--- src/rtl/fifo_bulk_arbiter_if.sv ---
// Bundle between the FIFO bank, the bulk arbiter and the downstream sink.
// master is the arbiter's view, slave the view of the surrounding logic.
interface fifo_bulk_arbiter_if #(
  parameter int DATA_WIDTH = 32,
  parameter int NUM_CH     = 4,
  parameter int CH_W       = 2
);
  logic [NUM_CH-1:0]            ch_r_ready;
  logic [NUM_CH*DATA_WIDTH-1:0] ch_rdata;
  logic [NUM_CH-1:0]            ch_r_enable;
  logic [NUM_CH-1:0]            ch_error_full;
  logic [NUM_CH-1:0]            ch_error_empty;
  logic                         out_ready;
  logic [DATA_WIDTH-1:0]        out_data;
  logic                         out_valid;
  logic                         out_first;
  logic                         out_last;
  logic [CH_W-1:0]              out_ch;
  logic                         busy;
  logic [NUM_CH-1:0]            err_sticky;
  logic                         err_clear;
  logic [31:0]                  bulk_count;

  modport master (
    input  ch_r_ready,
    input  ch_rdata,
    input  ch_error_full,
    input  ch_error_empty,
    input  out_ready,
    input  err_clear,
    output ch_r_enable,
    output out_data,
    output out_valid,
    output out_first,
    output out_last,
    output out_ch,
    output busy,
    output err_sticky,
    output bulk_count
  );

  modport slave (
    output ch_r_ready,
    output ch_rdata,
    output ch_error_full,
    output ch_error_empty,
    output out_ready,
    output err_clear,
    input  ch_r_enable,
    input  out_data,
    input  out_valid,
    input  out_first,
    input  out_last,
    input  out_ch,
    input  busy,
    input  err_sticky,
    input  bulk_count
  );
endinterface

--- src/rtl/fifo_bulk_arbiter.sv ---
// Round-robin bulk drain of NUM_CH FIFOs into one tagged stream,
// with sticky per-channel FIFO error capture.
module fifo_bulk_arbiter #(
  parameter int DATA_WIDTH   = 32,
  parameter int BULK_OF_DATA = 8,
  parameter int NUM_CH       = 4,
  parameter int CH_W         = 2
) (
  input  logic                clk,
  input  logic                rst_n,
  fifo_bulk_arbiter_if.master bus
);

  localparam int BEAT_W = $clog2(BULK_OF_DATA) + 1;

  localparam logic [1:0] IDLE  = 2'd0;
  localparam logic [1:0] READ  = 2'd1;
  localparam logic [1:0] DRAIN = 2'd2;

  localparam logic [BEAT_W-1:0] LAST_BEAT =
    BEAT_W'(BULK_OF_DATA - 1);
  localparam logic [CH_W-1:0] LAST_CH = CH_W'(NUM_CH - 1);
  localparam logic [CH_W:0]   CH_MOD  = (CH_W+1)'(NUM_CH);

  logic [1:0]            state;
  logic [CH_W-1:0]       grant;
  logic [CH_W-1:0]       last_grant;
  logic [CH_W-1:0]       next_grant;
  logic                  found;
  logic [CH_W:0]         sum;
  logic [CH_W-1:0]       idx;
  logic [BEAT_W-1:0]     beat;
  logic [NUM_CH-1:0]     rd_en;
  logic                  valid_q;
  logic                  first_q;
  logic                  last_q;
  logic [NUM_CH-1:0]     err_q;
  logic [31:0]           bulk_q;
  logic [DATA_WIDTH-1:0] lane [NUM_CH];

  // search starts one past the last served channel, so it ranks lowest
  always_comb begin
    next_grant = last_grant;
    found      = 1'b0;
    sum        = '0;
    idx        = '0;
    for (int k = 1; k <= NUM_CH; k++) begin
      sum = {1'b0, last_grant} + (CH_W+1)'(k);
      if (sum >= CH_MOD) sum = sum - CH_MOD;
      idx = sum[CH_W-1:0];
      if (!found && bus.ch_r_ready[idx]) begin
        next_grant = idx;
        found      = 1'b1;
      end
    end
  end

  always_comb begin
    rd_en = '0;
    if (state == READ) rd_en[grant] = 1'b1;
  end

  always_ff @(posedge clk or negedge rst_n) begin
    if (!rst_n) begin
      state      <= IDLE;
      grant      <= '0;
      last_grant <= LAST_CH;
      beat       <= '0;
      bulk_q     <= '0;
    end else begin
      case (state)
        IDLE: begin
          if (bus.out_ready && found) begin
            grant <= next_grant;
            beat  <= '0;
            state <= READ;
          end
        end
        READ: begin
          if (beat == LAST_BEAT) state <= DRAIN;
          else beat <= beat + BEAT_W'(1);
        end
        DRAIN: begin
          last_grant <= grant;
          bulk_q     <= bulk_q + 32'd1;
          state      <= IDLE;
        end
        default: state <= IDLE;
      endcase
    end
  end

  // FIFO read latency is one cycle: markers trail the enable by one
  always_ff @(posedge clk or negedge rst_n) begin
    if (!rst_n) begin
      valid_q <= 1'b0;
      first_q <= 1'b0;
      last_q  <= 1'b0;
    end else begin
      valid_q <= |rd_en;
      first_q <= (state == READ) && (beat == '0);
      last_q  <= (state == READ) && (beat == LAST_BEAT);
    end
  end

  always_ff @(posedge clk or negedge rst_n) begin
    if (!rst_n) begin
      err_q <= '0;
    end else begin
      err_q <= (err_q & ~{NUM_CH{bus.err_clear}})
             | bus.ch_error_full
             | bus.ch_error_empty;
    end
  end

  for (genvar i = 0; i < NUM_CH; i++) begin : g_lane
    assign lane[i] = bus.ch_rdata[i*DATA_WIDTH +: DATA_WIDTH];
  end

  assign bus.ch_r_enable = rd_en;
  assign bus.out_data    = lane[grant];
  assign bus.out_valid   = valid_q;
  assign bus.out_first   = first_q;
  assign bus.out_last    = last_q;
  assign bus.out_ch      = grant;
  assign bus.busy        = (state != IDLE);
  assign bus.err_sticky  = err_q;
  assign bus.bulk_count  = bulk_q;

endmodule
--- src/flat_wrapper.sv ---
// flat-port wrapper written by rule: the top's interface ports become plain ports
module fifo_bulk_arbiter_flat 
#(
  parameter int DATA_WIDTH   = 32,
  parameter int BULK_OF_DATA = 8,
  parameter int NUM_CH       = 4,
  parameter int CH_W         = 2
)
  (clk, rst_n, bus_ch_r_ready, bus_ch_rdata, bus_ch_error_full, bus_ch_error_empty, bus_out_ready, bus_err_clear, bus_ch_r_enable, bus_out_data, bus_out_valid, bus_out_first, bus_out_last, bus_out_ch, bus_busy, bus_err_sticky, bus_bulk_count);
  fifo_bulk_arbiter_if #(.DATA_WIDTH(DATA_WIDTH), .NUM_CH(NUM_CH), .CH_W(CH_W)) bus_i ();
  input  logic clk;
  input  logic rst_n;
  input wire logic [$bits(bus_i.ch_r_ready)-1:0] bus_ch_r_ready;
  input wire logic [$bits(bus_i.ch_rdata)-1:0] bus_ch_rdata;
  input wire logic [$bits(bus_i.ch_error_full)-1:0] bus_ch_error_full;
  input wire logic [$bits(bus_i.ch_error_empty)-1:0] bus_ch_error_empty;
  input wire logic [$bits(bus_i.out_ready)-1:0] bus_out_ready;
  input wire logic [$bits(bus_i.err_clear)-1:0] bus_err_clear;
  output wire logic [$bits(bus_i.ch_r_enable)-1:0] bus_ch_r_enable;
  output wire logic [$bits(bus_i.out_data)-1:0] bus_out_data;
  output wire logic [$bits(bus_i.out_valid)-1:0] bus_out_valid;
  output wire logic [$bits(bus_i.out_first)-1:0] bus_out_first;
  output wire logic [$bits(bus_i.out_last)-1:0] bus_out_last;
  output wire logic [$bits(bus_i.out_ch)-1:0] bus_out_ch;
  output wire logic [$bits(bus_i.busy)-1:0] bus_busy;
  output wire logic [$bits(bus_i.err_sticky)-1:0] bus_err_sticky;
  output wire logic [$bits(bus_i.bulk_count)-1:0] bus_bulk_count;
  assign bus_i.ch_r_ready = bus_ch_r_ready;
  assign bus_i.ch_rdata = bus_ch_rdata;
  assign bus_i.ch_error_full = bus_ch_error_full;
  assign bus_i.ch_error_empty = bus_ch_error_empty;
  assign bus_i.out_ready = bus_out_ready;
  assign bus_i.err_clear = bus_err_clear;
  assign bus_ch_r_enable = bus_i.ch_r_enable;
  assign bus_out_data = bus_i.out_data;
  assign bus_out_valid = bus_i.out_valid;
  assign bus_out_first = bus_i.out_first;
  assign bus_out_last = bus_i.out_last;
  assign bus_out_ch = bus_i.out_ch;
  assign bus_busy = bus_i.busy;
  assign bus_err_sticky = bus_i.err_sticky;
  assign bus_bulk_count = bus_i.bulk_count;
  fifo_bulk_arbiter #(.DATA_WIDTH(DATA_WIDTH), .BULK_OF_DATA(BULK_OF_DATA), .NUM_CH(NUM_CH), .CH_W(CH_W)) u_core (.clk(clk), .rst_n(rst_n), .bus(bus_i));
endmodule
--- config.mk ---
export PLATFORM = sky130hd
export DESIGN_NAME = fifo_bulk_arbiter_flat
export DESIGN_NICKNAME = d
export VERILOG_FILES = /design/src/rtl/fifo_bulk_arbiter_if.sv /design/src/rtl/fifo_bulk_arbiter.sv /design/src/flat_wrapper.sv
export SDC_FILE = /design/constraint.sdc
export NUM_CORES = 1
export LEC_CHECK = 0
export BUFFER_PORTS_ARGS = -buffer_cell sky130_fd_sc_hd__buf_2
export CORE_MARGIN = 1
export CORE_UTILIZATION = 40
export CTS_CLUSTER_SIZE = 12
export DETAILED_ROUTE_END_ITERATION = 10
export GPL_TIMING_DRIVEN = 0
export PLACE_DENSITY = 0.85
export SETUP_SLACK_MARGIN = 0.1
export SLEW_MARGIN = 5
export SYNTH_ARGS = -nofsm -noshare
export SYNTH_HDL_FRONTEND = slang
export SYNTH_SLANG_ARGS = --single-unit
--- constraint.sdc ---
create_clock -name clk -period 2.2 [get_ports clk]
set_input_delay 0.44 -clock clk [delete_from_list [all_inputs] [get_ports clk]]
set_output_delay 0.44 -clock clk [all_outputs]
set_load 0.01 [all_outputs]
==> run summary <==
The flow ran to the end, and the final reports show no timing, DRC or antenna violations. The per-cell routed wire length is 18.9 um, and the data arrival time of the worst path is 1660 ps. After clock tree synthesis, the clock-pin slew on the worst setup and hold paths is 90 ps. 222 I/O pins were placed.

Dividing total power by cell area gives a power density of 889 nW/um^2. The routed design has 10.8 mm of wire. STA classifies the critical path endpoint as an output port. STA puts the critical path data required time at 1760 ps. The initial antenna violation count is 5, and the length of routed met3 wiring is 997 um. The share of synthesized registers carrying an async set or reset came out at 1.00.

In this run the worst path has a maximum fanout of 10. Summed over all cells, the static leakage comes to 2.34 nW. The placed instances occupy a cell area of 4250 um^2.

The die covers 7910 um^2. The die boundary width is 88.9 um. The pre-antenna-repair detailed-routing pass consisted of 4 iterations. The number of different library cells used by synthesis comes to 44. The logs give 0 for the number of setup violations in the final report and 0 for the remaining global-route overflow. The die extent in y works out to 88.9 um. The first global-routing pass estimated 15.8 mm of wire. The logs give 0.300 for the remaining max-slew budget at the tightest pin and 2 for the number of H-tree levels. The most used flip-flop cell after synthesis is sky130_fd_sc_hd__dfrtp_1. The post-synthesis register bit count was 49; the routed via count was 2,950. The critical path starts at u_core.bus.out_ch[0]. TritonCTS built the clock tree. The time the final worst path needs with I/O delays and setup is 2100 ps. Relative to the synthesized area, the layout overhead comes to 46.9%.

The logs give 237 for the count of mapped cells out of synthesis and 0 for the post-detailed-route DRC marker count. The worst register-to-register path has a setup slack of 320 ps. The tools report the number of warning messages in the yosys log as 0. The cell total after placement is 557, and the total CTS buffers is 5. Least setup slack across all paths after layout: 101 ps. The layout cell share with drive strength beyond 1 is 0.623.

Detailed placement ended at an HPWL of 9.10 mm. Kind of start point of the critical path: a flop. The min-delay analysis places its worst path in the category input pin to asynchronous set/reset pin.

Based on the critical path, the design can be clocked at up to 476 MHz. Of all cell types, the one taking the most synthesized area is sky130_fd_sc_hd__dfrtp_1. The end point of the critical path was bus_out_data[13]. The synthesized netlist occupies a cell area of 3020 um^2. The run gives 0 as the antenna violation net count after detailed routing. By startpoint and endpoint, the worst setup path is classified as flop to output port.

For the pin with the worst max-slew slack, the measured transition is 1050 ps. Number of endpoints with negative hold slack in the final report: 0. The starting density of the core was 0.415; the cell depth of the worst flop-to-flop path was 5.

Once layout is complete, the cells apart from fillers number 573. At the end of routability-driven placement, the weighted congestion stood at 0.906. The worst clock skew on the final layout was 6.86 ps.

Yosys mapped a number of flops with a built-in enable equal to 0. The signal on the critical path passes through buf_8 -> buf_12 -> mux4_2 -> buf_4. The number of DRC markers in iteration 0 was 155. Setup repair after global routing could not meet its margin everywhere.

The slowest stage of the critical path belongs to the cell sky130_fd_sc_hd__mux4_2. Counting the fill cells in the layout gives 603. The highest metal layer with signal wires was met5. The tools report the post-synth net total as 384. For this run, the slowest stage of the critical path takes 510 ps. Dividing the synthesized area by the synthesized cell count gives 12.8 um^2. The worst flop-to-flop path endpoint was u_core.bus.bulk_count[24].

Clock sink count: 49. At the placement stage, the worst setup path has a slack of 74.3 ps. The logs give 4440 um^2 for the area of all placed cells without fillers and 4.32 mm for the detailed-routing wirelength on met1. The area share of the largest cell type after synthesis was 0.389. The tree is rooted in a sky130_fd_sc_hd__clkbuf_8. The run gives 0.406 as the post-synthesis sequential area ratio.

For the core region area, the log shows 7290 um^2. The worst register-to-register path begins at u_core.bus.bulk_count[0]. During placement, the flow inserted port buffers numbering 221. Max-cap violations in this run came to 0. The later pin in the worst-skew pair is clocked with a latency of 300 ps. All-layer global routing usage: 0.275.

Hold slack: 320 ps. For this design, the CTS-stage hold fixing added 0 buffers. Entering global routing, the biggest net connects 50 pins. Wire segments on met2 add up to 5.25 mm in the final route.

The worst-case IR drop observed on VDD is 0.000495 V. After floorplanning, the core was divided into 31 placement rows. Yosys attributes the largest share of cell area to sky130_fd_sc_hd__dfrtp_1, sky130_fd_sc_hd__mux4_2, sky130_fd_sc_hd__xnor2_1. Adding up every negative setup slack in the final design gives 0 ps. The final period utilization is 0.954. The maximum root-to-sink buffer count was 2. The vias per cell was 5.15; the number of max-slew violations in the final report was 0. The via count of the first global-routing pass is 2,913.

The final layout contains 615 nets.
-- synth_stat cells, types with 2 or more instances --
library cell,count
sky130_fd_sc_hd__a21oi_1,2
sky130_fd_sc_hd__and2_1,2
sky130_fd_sc_hd__and3_1,8
sky130_fd_sc_hd__and4_1,4
sky130_fd_sc_hd__buf_2,4
sky130_fd_sc_hd__buf_4,3
sky130_fd_sc_hd__clkbuf_1,5
sky130_fd_sc_hd__dfrtp_1,47
sky130_fd_sc_hd__dfstp_2,2
sky130_fd_sc_hd__ha_1,3
sky130_fd_sc_hd__inv_1,9
sky130_fd_sc_hd__mux2_2,4
sky130_fd_sc_hd__mux2i_1,3
sky130_fd_sc_hd__mux4_2,32
sky130_fd_sc_hd__nand2_1,13
sky130_fd_sc_hd__nand3_1,9
sky130_fd_sc_hd__nand4_1,13
sky130_fd_sc_hd__nor2_1,9
sky130_fd_sc_hd__nor3_1,3
sky130_fd_sc_hd__nor3b_1,2
sky130_fd_sc_hd__o21ai_0,6
sky130_fd_sc_hd__o221ai_1,2
sky130_fd_sc_hd__or2_2,2
sky130_fd_sc_hd__xnor2_1,26
sky130_fd_sc_hd__xor2_1,5
-- layout by cell type, fill, tap and decap left out, types with 3 or more instances in the layout --
| cell | instances |
|---|---|
| sky130_fd_sc_hd__mux2_2 | 4 |
| sky130_fd_sc_hd__mux2i_1 | 3 |
| sky130_fd_sc_hd__mux4_2 | 32 |
| sky130_fd_sc_hd__and4_1 | 4 |
| sky130_fd_sc_hd__o21ai_0 | 6 |
| sky130_fd_sc_hd__ha_1 | 3 |
| sky130_fd_sc_hd__diode_2 | 5 |
| sky130_fd_sc_hd__nor3_1 | 3 |
| sky130_fd_sc_hd__dfrtp_1 | 47 |
| sky130_fd_sc_hd__nand3_1 | 9 |
| sky130_fd_sc_hd__buf_4 | 7 |
| sky130_fd_sc_hd__inv_1 | 9 |
| sky130_fd_sc_hd__buf_2 | 220 |
| sky130_fd_sc_hd__xnor2_1 | 26 |
| sky130_fd_sc_hd__clkbuf_8 | 5 |
| sky130_fd_sc_hd__and3_1 | 8 |
| sky130_fd_sc_hd__nand4_1 | 13 |
| sky130_fd_sc_hd__xor2_1 | 5 |
| sky130_fd_sc_hd__nor2_1 | 9 |
| sky130_fd_sc_hd__nand2_1 | 13 |
-- power by group --
group	switching [mW]	internal [mW]	total, mW
clock network	0.293	0.220	0.513
logic	1.07	1.22	2.30
registers	0.121	1.02	1.14
total	1.49	2.46	3.95
-- what timing repair did --
action                                  in CTS  in global routing
endpoints found under the setup margin      28                 32
gates resized for setup                     17                  5
pin swaps                                    0                  1
buffers inserted                             1                  2
-- critical path, delay by kind of cell (launching register included) --
family / cells / cell delay [ps]
flops: 1 / 400
buf+inv: 3 / 460
mux: 1 / 510
-- worst min path at each step --
stage	slack, ps	depth (start not counted)	start	to
floorplan	140	0	rst_n	u_core.beat[0]
global placement	460	1	u_core.bus.bulk_count[31]	u_core.bus.bulk_count[31]
detailed placement	470	1	u_core.bus.bulk_count[31]	u_core.bus.bulk_count[31]
CTS	330	3	bus_ch_error_empty[2]	u_core.bus.err_sticky[2]
global route	340	3	bus_ch_error_empty[2]	u_core.bus.err_sticky[2]
finish	320	1	rst_n	u_core.bus.bulk_count[28]
-- logic make-up (layout without fill, tap and decap cells) --
| logic type | count (synthesis) | count (layout) | share of synthesized area |
|---|---|---|---|
| other cells | 0 | 5 | 0 |
| fa+ha+maj | 3 | 3 | 0.0124 |
| mux | 39 | 39 | 0.263 |
| compound gates | 15 | 15 | 0.0344 |
| flops | 49 | 49 | 0.406 |
| simple gates | 76 | 76 | 0.158 |
| buf+inv | 24 | 256 | 0.0356 |
| xor+xnor | 31 | 31 | 0.0898 |
-- layer usage --
layer / up-vias / GRT usage
li1: 1354 / -
met1: 1434 / 0.339
met2: 137 / 0.459
met3: 23 / 0.0803
met4: 2 / 0.110
met5: - / 0
-- cell type report --
| cell class | instances | area (um^2) | share of cell area |
|---|---|---|---|
| timing repair buffer | 224 | 1140 | 0.256 |
| multi-input combinational | 164 | 1690 | 0.380 |
| tap | 99 | 124 | 0.0279 |
| inverter | 10 | 37.5 | 0.00846 |
| clock inverter | 3 | 17.5 | 0.00395 |
| clock buffer | 5 | 68.8 | 0.0155 |
| sequential | 49 | 1230 | 0.277 |
| antenna | 5 | 12.5 | 0.00282 |
| buffer | 14 | 126 | 0.0285 |
-- flip-flops by register name, summed over array words and instances, names as in the netlist --
name,count
u_core.bus.err_sticky,4
u_core.bus.out_last,1
u_core.bus.out_ch,2
u_core.bus.bulk_count,32
u_core.last_grant,2
u_core.bus.out_valid,1
u_core.state,2
u_core.beat,4
u_core.bus.out_first,1
-- through the flow --
| step | util | power [mW] |
|---|---|---|
| final | 0.609 | 3.95 |
| after CTS | 0.602 | 3.91 |
| after global routing | 0.608 | 4.19 |
| after floorplan | - | 2.48 |
| after global placement | 0.583 | 3.23 |
| after detailed placement | 0.583 | 3.28 |
Power figures use the tool's default switching activity.
